$ cat src/rtl/seven_seg_scan.sv
// Time-multiplexed N-digit common-anode seven-segment driver with per-frame snapshot,
// leading-zero suppression, per-digit blanking, decimal points and anti-ghosting blank slots.
module seven_seg_scan #(
  parameter int NUM_DIGITS  = 4,
  parameter int REFRESH_DIV = 50000,
  parameter int BLANK_CYC   = 0
) (
  input  logic                                            clk,
  input  logic                                            rst,
  input  logic [4*NUM_DIGITS-1:0]                         value,
  input  logic [NUM_DIGITS-1:0]                           dp_in,
  input  logic [NUM_DIGITS-1:0]                           blank,
  input  logic                                            lz_en,
  output logic [6:0]                                      segs,
  output logic                                            dp,
  output logic [NUM_DIGITS-1:0]                           an,
  output logic [((NUM_DIGITS > 1) ? $clog2(NUM_DIGITS) : 1)-1:0] digit_idx,
  output logic                                            frame_done
);

  localparam int IDX_W = (NUM_DIGITS > 1) ? $clog2(NUM_DIGITS) : 1;
  localparam int CNT_W = (REFRESH_DIV > 1) ? $clog2(REFRESH_DIV) : 1;

  if (NUM_DIGITS < 1 || REFRESH_DIV < 1 || BLANK_CYC < 0 || BLANK_CYC >= REFRESH_DIV) begin : g_bad_params
    $error("seven_seg_scan: illegal parameters (need NUM_DIGITS>=1, REFRESH_DIV>=1, 0<=BLANK_CYC<REFRESH_DIV)");
  end

  // Active-high glyphs, bit6..bit0 = G..A.
  function automatic logic [6:0] glyph(input logic [3:0] nib);
    case (nib)
      4'h0: glyph = 7'h3F;  4'h1: glyph = 7'h06;  4'h2: glyph = 7'h5B;  4'h3: glyph = 7'h4F;
      4'h4: glyph = 7'h66;  4'h5: glyph = 7'h6D;  4'h6: glyph = 7'h7D;  4'h7: glyph = 7'h07;
      4'h8: glyph = 7'h7F;  4'h9: glyph = 7'h6F;  4'hA: glyph = 7'h77;  4'hB: glyph = 7'h7C;
      4'hC: glyph = 7'h39;  4'hD: glyph = 7'h5E;  4'hE: glyph = 7'h79;  default: glyph = 7'h71;
    endcase
  endfunction

  logic [CNT_W-1:0]        cnt;
  logic [4*NUM_DIGITS-1:0] sh_value;
  logic [NUM_DIGITS-1:0]   sh_dp;
  logic [NUM_DIGITS-1:0]   sh_blank;
  logic                    sh_lz;

  logic tick;
  logic wrap;
  logic in_blank;

  assign tick = (cnt == CNT_W'(REFRESH_DIV - 1));
  assign wrap = tick && (digit_idx == IDX_W'(NUM_DIGITS - 1));

  if (BLANK_CYC == 0) begin : g_no_blank
    assign in_blank = 1'b0;
  end else begin : g_blank
    assign in_blank = (cnt < CNT_W'(BLANK_CYC));
  end

  logic [3:0]            cur_nib;
  logic                  cur_dp;
  logic                  cur_off;
  logic [NUM_DIGITS-1:0] cur_onehot;
  logic                  zero_run;

  // Walk from the most significant digit down so zero_run means "this digit and all above are zero".
  always_comb begin
    // NOTE: every always_comb output gets a default first so no path can infer a latch.
    cur_nib    = 4'h0;
    cur_dp     = 1'b0;
    cur_off    = 1'b0;
    cur_onehot = '0;
    zero_run   = 1'b1;
    for (int i = NUM_DIGITS - 1; i >= 0; i--) begin
      zero_run = zero_run && (sh_value[4*i +: 4] == 4'h0);
      if (digit_idx == IDX_W'(i)) begin
        cur_nib       = sh_value[4*i +: 4];
        cur_dp        = sh_dp[i];
        cur_off       = sh_blank[i] || (sh_lz && zero_run && (i != 0));
        cur_onehot[i] = 1'b1;
      end
    end
  end

  always_ff @(posedge clk or posedge rst) begin
    if (rst) begin
      cnt        <= '0;
      digit_idx  <= '0;
      sh_value   <= '0;
      sh_dp      <= '0;
      sh_blank   <= '0;
      sh_lz      <= 1'b0;
      an         <= '1;
      segs       <= 7'h7F;
      dp         <= 1'b1;
      frame_done <= 1'b0;
    end else begin
      // NOTE: non-blocking assignments so every register samples pre-edge state, as the hardware does.
      cnt        <= tick ? '0 : cnt + CNT_W'(1);
      frame_done <= wrap;
      if (tick) begin
        digit_idx <= (digit_idx == IDX_W'(NUM_DIGITS - 1)) ? '0 : digit_idx + IDX_W'(1);
      end
      // Snapshot on the wrap so the next frame's digit 0 already shows the new value.
      if (wrap) begin
        sh_value <= value;
        sh_dp    <= dp_in;
        sh_blank <= blank;
        sh_lz    <= lz_en;
      end
      if (in_blank || cur_off) begin
        an   <= '1;
        segs <= 7'h7F;
        dp   <= 1'b1;
      end else begin
        an   <= ~cur_onehot;
        segs <= ~glyph(cur_nib);
        dp   <= ~cur_dp;
      end
    end
  end

endmodule

$ cat config.mk
export PLATFORM = sky130hd
export DESIGN_NAME = seven_seg_scan
export DESIGN_NICKNAME = d
export VERILOG_FILES = /design/src/rtl/seven_seg_scan.sv
export SDC_FILE = /design/constraint.sdc
export NUM_CORES = 1
export LEC_CHECK = 0
export BUFFER_PORTS_ARGS = -buffer_cell sky130_fd_sc_hd__buf_4
export CAP_MARGIN = 20
export CORE_MARGIN = 3
export CORE_UTILIZATION = 59
export CTS_BUF_LIST = sky130_fd_sc_hd__clkbuf_2
export CTS_CLUSTER_DIAMETER = 40
export DETAILED_ROUTE_END_ITERATION = 10
export GPL_ROUTABILITY_DRIVEN = 0
export PLACE_DENSITY = 0.84
export SETUP_SLACK_MARGIN = 0.1
export SYNTH_ARGS = -nofsm -noshare
export SYNTH_HDL_FRONTEND = slang
export SYNTH_SLANG_ARGS = --single-unit
$ cat constraint.sdc
create_clock -name clk -period 3.4 [get_ports clk]
set_input_delay 0.51 -clock clk [delete_from_list [all_inputs] [get_ports clk]]
set_output_delay 0.51 -clock clk [all_outputs]
set_load 0.01 [all_outputs]
Word level (Yosys, flattened, before mapping)
Memories as Yosys holds them, arrays and structs flattened.
Cells that the tools add are included.

operators by class
  eq/ne operators = 4
  reductions and logical operators = 13
  multiplexer cells = 22
  add/sub/neg operators = 2
  bitwise logic cells = 3

operators with widths
  cell                                                                   number
  4-bit two-way mux                                                      5
  16-bit by 1-bit adder with 16-bit output, second input constant        1
  16-bit equality test, second input constant                            1
  16-bit two-way mux                                                     1
  7-bit two-way mux                                                      2
  1-bit two-way mux                                                      13
  4-bit logical NOT                                                      3
  7-bit inverter                                                         1
  1-bit logical AND                                                      6
  2-bit equality test, second input constant                             2
  4-bit inverter                                                         1
  1-bit logical OR                                                       3
  2-bit by 1-bit adder with 2-bit output, second input constant          1
  2-bit by 1-bit equality test with 1-bit output, second input constant  1
  2-bit logical NOT                                                      1
  2-bit two-way mux                                                      1
  1-bit inverter                                                         1

word-level totals
  logic and storage cells = 55
  output and inout bits = 15
  ROM bits = 112
  bits of input ports = 27
  memories = 1
  bits in registers = 56

memories
  memory            depth  bits a word  rd ports  clocked after Yosys merged registers in  write ports  RTL line  text
  (name not given)  16     7            1         0                                        0            30        case (nib)

Depth between registers and ports, before layout
Gate-level depths: netlist of run 1.

  depth in word-level cells = 10
  depth in mapped cells = 11
  gate-level depth less buffers = 10

Worst setup path after synthesis of run 1
No wires, ideal clock.

  kind = reg2reg
  start = reg digit_idx[0] in the netlist's numbering
  end = reg segs[3]
  stages on the path, launching flop included = 11
  setup time = 0.090 ns
  slack = 0.917 ns
  arrival time = 2.393 ns
  clock period less this slack = 2.483 ns
  required time = 3.310 ns
  buffers on the path = 1
  cell sequence = dfrtp_1 inv_1 ha_1 clkbuf_1 a211oi_1 a221oi_1 inv_1 ha_1 mux2i_1 mux2_2 nand2_1

on the way
  cells in the longest elaborated chain, start to end = 9
  elaborated cells on any way between the ends = 16
  those cells by class = eq/ne (3); mux (10); bitwise (1); reduce/logical (1); memory (1)

ends and longest elaborated chain
  what                             RTL line  text
  start: declaration               17        output logic [((NUM_DIGITS > 1) ? $clog2(NUM_DIGITS) : 1)-1:0] digit_idx,
  start signal: assignment         99        digit_idx <= (digit_idx == IDX_W'(NUM_DIGITS - 1)) ? '0 : digit_idx + IDX_W'(1);
  2-bit equality test              73        if (digit_idx == IDX_W'(i)) begin
  4-bit two-way mux (4 in series)  73
  memory read 16 x 7 bit           n/a
  7-bit two-way mux                108       if (in_blank || cur_off) begin
  7-bit inverter                   114       segs <= ~glyph(cur_nib);
  7-bit two-way mux *              108
  end signal: assignment           114
  end: declaration                 14        output logic [6:0] segs,

Mark *: on every way between the ends. The rest lies on a longest branch, timed or not. The select of a mux whose other input is x is not followed.
A chain may end at the register's enable or synchronous reset.

Worst setup path in the final report of run 1
  start = reg digit_idx[0] in the netlist's numbering
  end = reg segs[0]

The elaborated chain is that of the path after synthesis.

==> results of run 1 <==
==> path summary, 6_finish.rpt <==
path,endpoint,startpoint,slack [ns]
setup reg to reg,segs[0],digit_idx[0],0.65
hold reg to reg,cnt[0],cnt[0],0.51
setup / recovery,segs[0],digit_idx[0],0.65
max in group asynchronous,segs[3],rst,2.35
hold / removal,sh_value[2],value[2],0.26
min in group asynchronous,sh_dp[1],rst,0.52
==> per-stage QoR <==
stage	power [mW]	utilization
floorplan	0.752	-
global placement	0.793	0.703
detailed placement	0.796	0.703
CTS	1.04	0.711
global route	1.08	0.718
finish	1.04	0.718
==> flip-flops by register name, summed over array words and instances (netlist names) <==
| signal | count |
|---|---|
| digit_idx | 2 |
| sh_value | 16 |
| cnt | 16 |
| dp | 1 |
| sh_lz | 1 |
| frame_done | 1 |
| segs | 7 |
| an | 4 |
| sh_blank | 4 |
| sh_dp | 4 |
==> synthesized netlist by cell type, types with 5 or more instances <==
library cell	n	share of area
inv_1	12	0.016
ha_1	11	0.049
mux2i_1	6	0.022
dfrtp_1	44	0.40
o21ai_0	6	0.011
nor2_1	19	0.026
nand2_1	19	0.026
mux2_4	20	0.11
nand3_1	11	0.020
nor3b_1	5	0.013
xor2_1	9	0.028
dfstp_2	12	0.11
nor2b_1	5	0.011
xnor2_1	5	0.016
clkbuf_1	7	0.0094
==> layout make-up <==
cell class | count | area [um^2] | share of cell area
clock buffer | 7 | 35.0 | 0.0110
timing repair buffer | 45 | 353 | 0.111
multi-input combinational | 161 | 1270 | 0.399
sequential | 56 | 1420 | 0.444
inverter | 12 | 45.0 | 0.0141
clock inverter | 1 | 3.75 | 0.00118
tap | 52 | 65.1 | 0.0204
==> report_power, final <==
group	total [mW]	internal (mW)	switching [mW]	leakage, nW
clock	0.248	0.0548	0.193	0.0306
sequential	0.703	0.690	0.0135	0.660
combinational	0.0847	0.0507	0.0340	0.848
total	1.04	0.795	0.241	1.54
==> critical path: cells and delay by family, from the launching register on <==
| family | cells | cell delay, ns |
|---|---|---|
| adders and majority gates | 2 | 0.76 |
| buffers and inverters | 2 | 0.30 |
| AOI/OAI and AO/OA | 3 | 0.92 |
| DFF | 1 | 0.48 |
| and+or+nand+nor | 1 | 0.23 |
==> metal layers <==
| metal | share of wire | up-vias | global-route usage |
|---|---|---|---|
| met1 | 0.46 | 922 | 0.292 |
| met3 | 0.044 | 7 | 0.0427 |
| met4 | 0.015 | 0 | 0.0711 |
| met2 | 0.48 | 40 | 0.337 |
| li1 | - | 912 | - |
| met5 | 0 | - | 0 |
==> cells by family (layout without fill, tap and decap cells) <==
kind of cell	count (synthesis)	count (layout)	share of synthesized area
AOI/OAI and AO/OA	24	24	0.0647
buffers and inverters	21	65	0.0337
adders and majority gates	11	11	0.0494
muxes	29	29	0.142
DFF	56	56	0.509
and+or+nand+nor	83	83	0.158
xor gates and xnor gates	14	14	0.0440
==> results.toml, run 1 <==
[cts]
cts_made_buffers = 5
clkSlewWorstSetupHoldPaths_ns = 0.25
htree_num_levels = 2
cts_root_buf = "clkbuf_2"
cts_setup_buffers = 0
cts_resized = 0
clock-sinks = 56
insertion_delay_ns = 0.45
cts_tree = "built"
hold_buffers = 0
cts_buffer_depth = 2

[timing]
rsz0062_at_grt = "no"
post-route-period-util = 0.810
finClkSkew_ns = 0.0157
setup_slack_ns = 0.646
max_freq_mhz = 363
worstMarginPinSlew_ns = 0.820
hold_viol = 0
whs_ns = 0.264
min_period_ns = 2.75
relSlewSlack = 0.451
setup_tns_ns = 0
setup_violations = 0
slew_violations = 0

[route]
vias = 1881
drtAntennaViolNets = 0
first_pass_iters = 4
drcViolationCount = 0
drt-wirelength-per-cell_um = 15.6
via_per_inst = 5.63
drt-initial-drc-count = 143
routed_wl_um = 5200

[floorplan]
fp.coreArea_um2 = 4440
die_y_um = 74.7
die_w_um = 74.7
die_area_um2 = 5580
ios = 42
start_util = 0.626
rows = 24

[worst_setup_path]
crit_fanout = 16
crit_chain = "inv_1 -> ha_1 -> a211oi_1 -> a221oi_1 -> inv_1 -> ha_1 -> nor3b_1 -> o21ai_0"
critPathKind = "reg2reg"
cp_slowest_cell = "a221oi_1"
max_stage_delay_ns = 0.71
cp.required_ns = 3.77
critPathLaunchType = "register"
worstRegToRegCells = 8
crit_path_end_kind = "register"
critPathArrivalTime_ns = 3.12

[layout]
fillCellCount = 314
final_common_cell = "dfrtp_1"
drive_gt1_frac = 0.323
antenna-diode-count = 0
nets = 319
design_area_um2 = 3190
area_growth_pct = 14.7
mostFrequentLayoutCells = "dfrtp_1, buf_4, mux2_4, nor2_1, nand2_1"
final_cells = 334

[synthesis]
syn_area_per_cell_um2 = 11.7
synth_edf_count = 0
seq_area_frac_synth = 0.509
synth-seq-cells = 56
ys_warn_count = 0
synthFlopType = "dfrtp_1"
syn_inst = 238
synthDistinctLibCells = 38
syn-num-nets = 276
netlist_area_um2 = 2780
ys_async_sr_fraction = 1.00

[global_routing]
antenna_found_initial = 0
track_usage = 0.211
grt_pass1_wl_um = 8950
grt_pass1_vias = 1857
overflow = 0
grt_max_degree = 53

[place]
placed_cells = 324
pre_cts_ws_ns = 0.689
io_buffers = 41
dp_hpwl_um = 3870
postPlaceCellArea_um2 = 3120

[pwr]
p_per_area_nw_per_um2 = 325
irDropWorstVdd_v = 0.000212
p_leak_nw = 1.54

[outcome]
status = "completed"

[hold_path]
whs_path_depth = 2
hp-class = "in2reg"

[run]
cap_violations = 0
Power figures use the tool's default switching activity.
==> inputs of run 2 (changes only) <==
- ABC_AREA: default -> 1
- CORE_UTILIZATION: 59 -> 54
- PLACE_DENSITY: 0.84 -> 0.81
- clock period: 3.4 -> 2.35 ns (I/O delays scaled with it)
==> results.toml, run 2 <==
[pwr]
p_int_mw = 1.18
p_leak_nw = 1.71
clock_power_share = 0.317
p_sw_frac = 0.212
p_comb_frac = 0.036
power_frac_seq = 0.647
switchingPower_mw = 0.316
p_per_area_nw_per_um2 = 419
irDropWorstVdd_v = 0.000290

[route]
drtAntennaViolNets = 0
wl_met1_um = 2820
top_layer = "met4"
via_per_inst = 5.09
vias = 2539
wl_met2_um = 2960
wl_met3_um = 256
drt-wirelength-per-cell_um = 12.3
drt-initial-drc-count = 297
first_pass_iters = 4
routed_wl_um = 6140
drcViolationCount = 0

[cts]
clkSlewWorstSetupHoldPaths_ns = 0.26
cts_tree = "built"
clock-sinks = 56
htree_num_levels = 2
cts_root_buf = "clkbuf_2"
cts_buffer_depth = 2
cts_made_buffers = 5
insertion_delay_ns = 0.46

[timing]
max_freq_mhz = 471
rsz0062_at_grt = "no"
min_period_ns = 2.12
setup_tns_ns = 0
hold_viol = 0
relSlewSlack = 0.740
post-route-period-util = 0.904
slew_violations = 0
finClkSkew_ns = 0.0304
setup_violations = 0
worstMarginPinSlew_ns = 0.389

[layout]
area_growth_pct = 16.9
drive_gt1_frac = 0.261
final_cells = 499
mostFrequentLayoutCells = "nand2_1, buf_4, dfrtp_1, inv_1, nand3_1"
nets = 466
antenna-diode-count = 0
final_common_cell = "nand2_1"
reg_top3 = "cnt: 16 flops, sh_value: 16 flops, segs: 7 flops"
fillCellCount = 445

[worst_setup_path]
cp.required_ns = 2.75
critPathKind = "reg2reg"
crit_fanout = 15
critPathLaunchType = "register"
crit_top_cell = "inv_1"
crit_path_end_kind = "register"
cp_slowest_cell = "dfrtp_1"
max_stage_delay_ns = 0.50
critPathArrivalTime_ns = 2.53
crit_chain = "inv_1 -> ha_4 -> a21oi_1 -> nand2_1 -> a21oi_2 -> inv_1 -> ha_1 -> inv_1 -> nand3_1 -> nand3_1 -> nand2_1 -> inv_1 -> nand2_1"

[floorplan]
die_w_um = 81.2
start_util = 0.579
rows = 26
ios = 42
die_area_um2 = 6590
die_y_um = 81.2
fp.coreArea_um2 = 5270

[global_routing]
grt_pass1_vias = 2388
antenna_found_initial = 0
grt_max_degree = 36
overflow = 0
track_usage = 0.204
grt_pass1_wl_um = 10400

[synthesis]
syn-num-nets = 419
seq_area_frac_synth = 0.464
ys_top_cells_by_count = "nand2_1, dfrtp_1, inv_1"
ys_async_sr_fraction = 1.00
synth-seq-cells = 56
syn_area_per_cell_um2 = 8.01
synthDistinctLibCells = 31
synthMostInstantiatedCell = "nand2_1"
syn_inst = 381
synth_top_area_frac = 0.361
netlist_area_um2 = 3050
synth_area_leaders = "dfrtp_1, nand2_1, dfstp_2"
synth_edf_count = 0
synth_largest_area_cell = "dfrtp_1"
synthFlopType = "dfrtp_1"
ys_warn_count = 0

[run]
cap_violations = 0

[place]
io_buffers = 41
placed_cells = 487
dp_hpwl_um = 4720

[hold_path]
hp-class = "in2reg"

[outcome]
status = "completed"
==> run 2: changes by cell type after synthesis, moves of 6 or more <==
cell,change
o21ai_0,+14
mux2i_1,-6
inv_1,+32
o21ai_2,+14
a21oi_1,+13
inv_2,+8
nand2_1,+102
nand3_1,+14
nand2_2,+6
mux2_4,-20
==> run 2: kinds of logic (layout without fill, tap and decap cells) <==
logic type	after synthesis	count (layout)	synth area share
DFF	56	56	0.464
AOI/OAI and AO/OA	50	50	0.101
adders and majority gates	11	11	0.0451
and+or+nand+nor	192	192	0.275
xor gates and xnor gates	8	8	0.0230
buffers and inverters	64	112	0.0918
==> run 2: layout make-up <==
class | count | area, um^2 | area share
clock inverter | 2 | 35.0 | 0.00982
timing repair buffer | 52 | 405 | 0.114
multi-input combinational | 261 | 1390 | 0.391
sequential | 56 | 1420 | 0.397
clock buffer | 6 | 30.0 | 0.00842
inverter | 52 | 199 | 0.0558
tap | 70 | 87.6 | 0.0245
==> run 2: final timing paths <==
path / start / end / slack, ns / cells after the start
setup / recovery: digit_idx[1] / segs[3] / 0.23 / 13
hold / removal: value[8] / sh_value[8] / 0.07 / 3
setup reg to reg: digit_idx[1] / segs[3] / 0.23 / 13
hold reg to reg: cnt[0] / cnt[0] / 0.49 / 1
max in group asynchronous: rst / segs[4] / 1.33 / 4
min in group asynchronous: rst / cnt[8] / 0.38 / 3
==> run 2: what timing repair did <==
action,CTS,global route
hold endpoints to repair,17,0
buffers inserted,0,3
setup endpoints to repair,0,7
resized for setup,0,8
hold buffers,1,0
==> run 2: per-layer routing <==
| layer | global-route usage | vias to the layer above |
|---|---|---|
| li1 | - | 1283 |
| met1 | 0.264 | 1192 |
| met2 | 0.348 | 56 |
| met3 | 0.0355 | 8 |
| met4 | 0.0625 | 0 |
| met5 | 0 | - |
==> run 2: power by group through the flow <==
| stage | Combinational (mW) | Clock [mW] | Sequential [mW] |
|---|---|---|---|
| after floorplan | 0.0139 | 0 | 0.982 |
| after global placement | 0.0539 | 0 | 0.982 |
| after detailed placement | 0.0550 | 0 | 0.982 |
| after CTS | 0.0564 | 0.481 | 0.968 |
| after global routing | 0.0618 | 0.522 | 0.968 |
| final | 0.0546 | 0.474 | 0.967 |
==> run 2: per-stage QoR <==
| step | hold slack (ns) | power (mW) | cell area [um^2] | setup slack [ns] | utilization |
|---|---|---|---|---|---|
| floorplan | 0.433 | 0.996 | 3050 | 0.292 | - |
| global placement | 0.364 | 1.04 | 3430 | 0.347 | 0.651 |
| detailed placement | 0.366 | 1.04 | 3430 | 0.216 | 0.651 |
| CTS | 0.0485 | 1.51 | 3500 | 0.124 | 0.665 |
| global route | 0.0286 | 1.55 | 3570 | 0.0879 | 0.677 |
| finish | 0.0651 | 1.50 | 3570 | 0.226 | 0.677 |
==> run 2: worst max-delay path, delay by kind of cell, from the launching register on <==
family,cells,cell delay [ns]
buf+inv,4,0.35
fa+ha+maj,2,0.52
simple gates,5,0.38
compound gates,2,0.31
flops,1,0.50
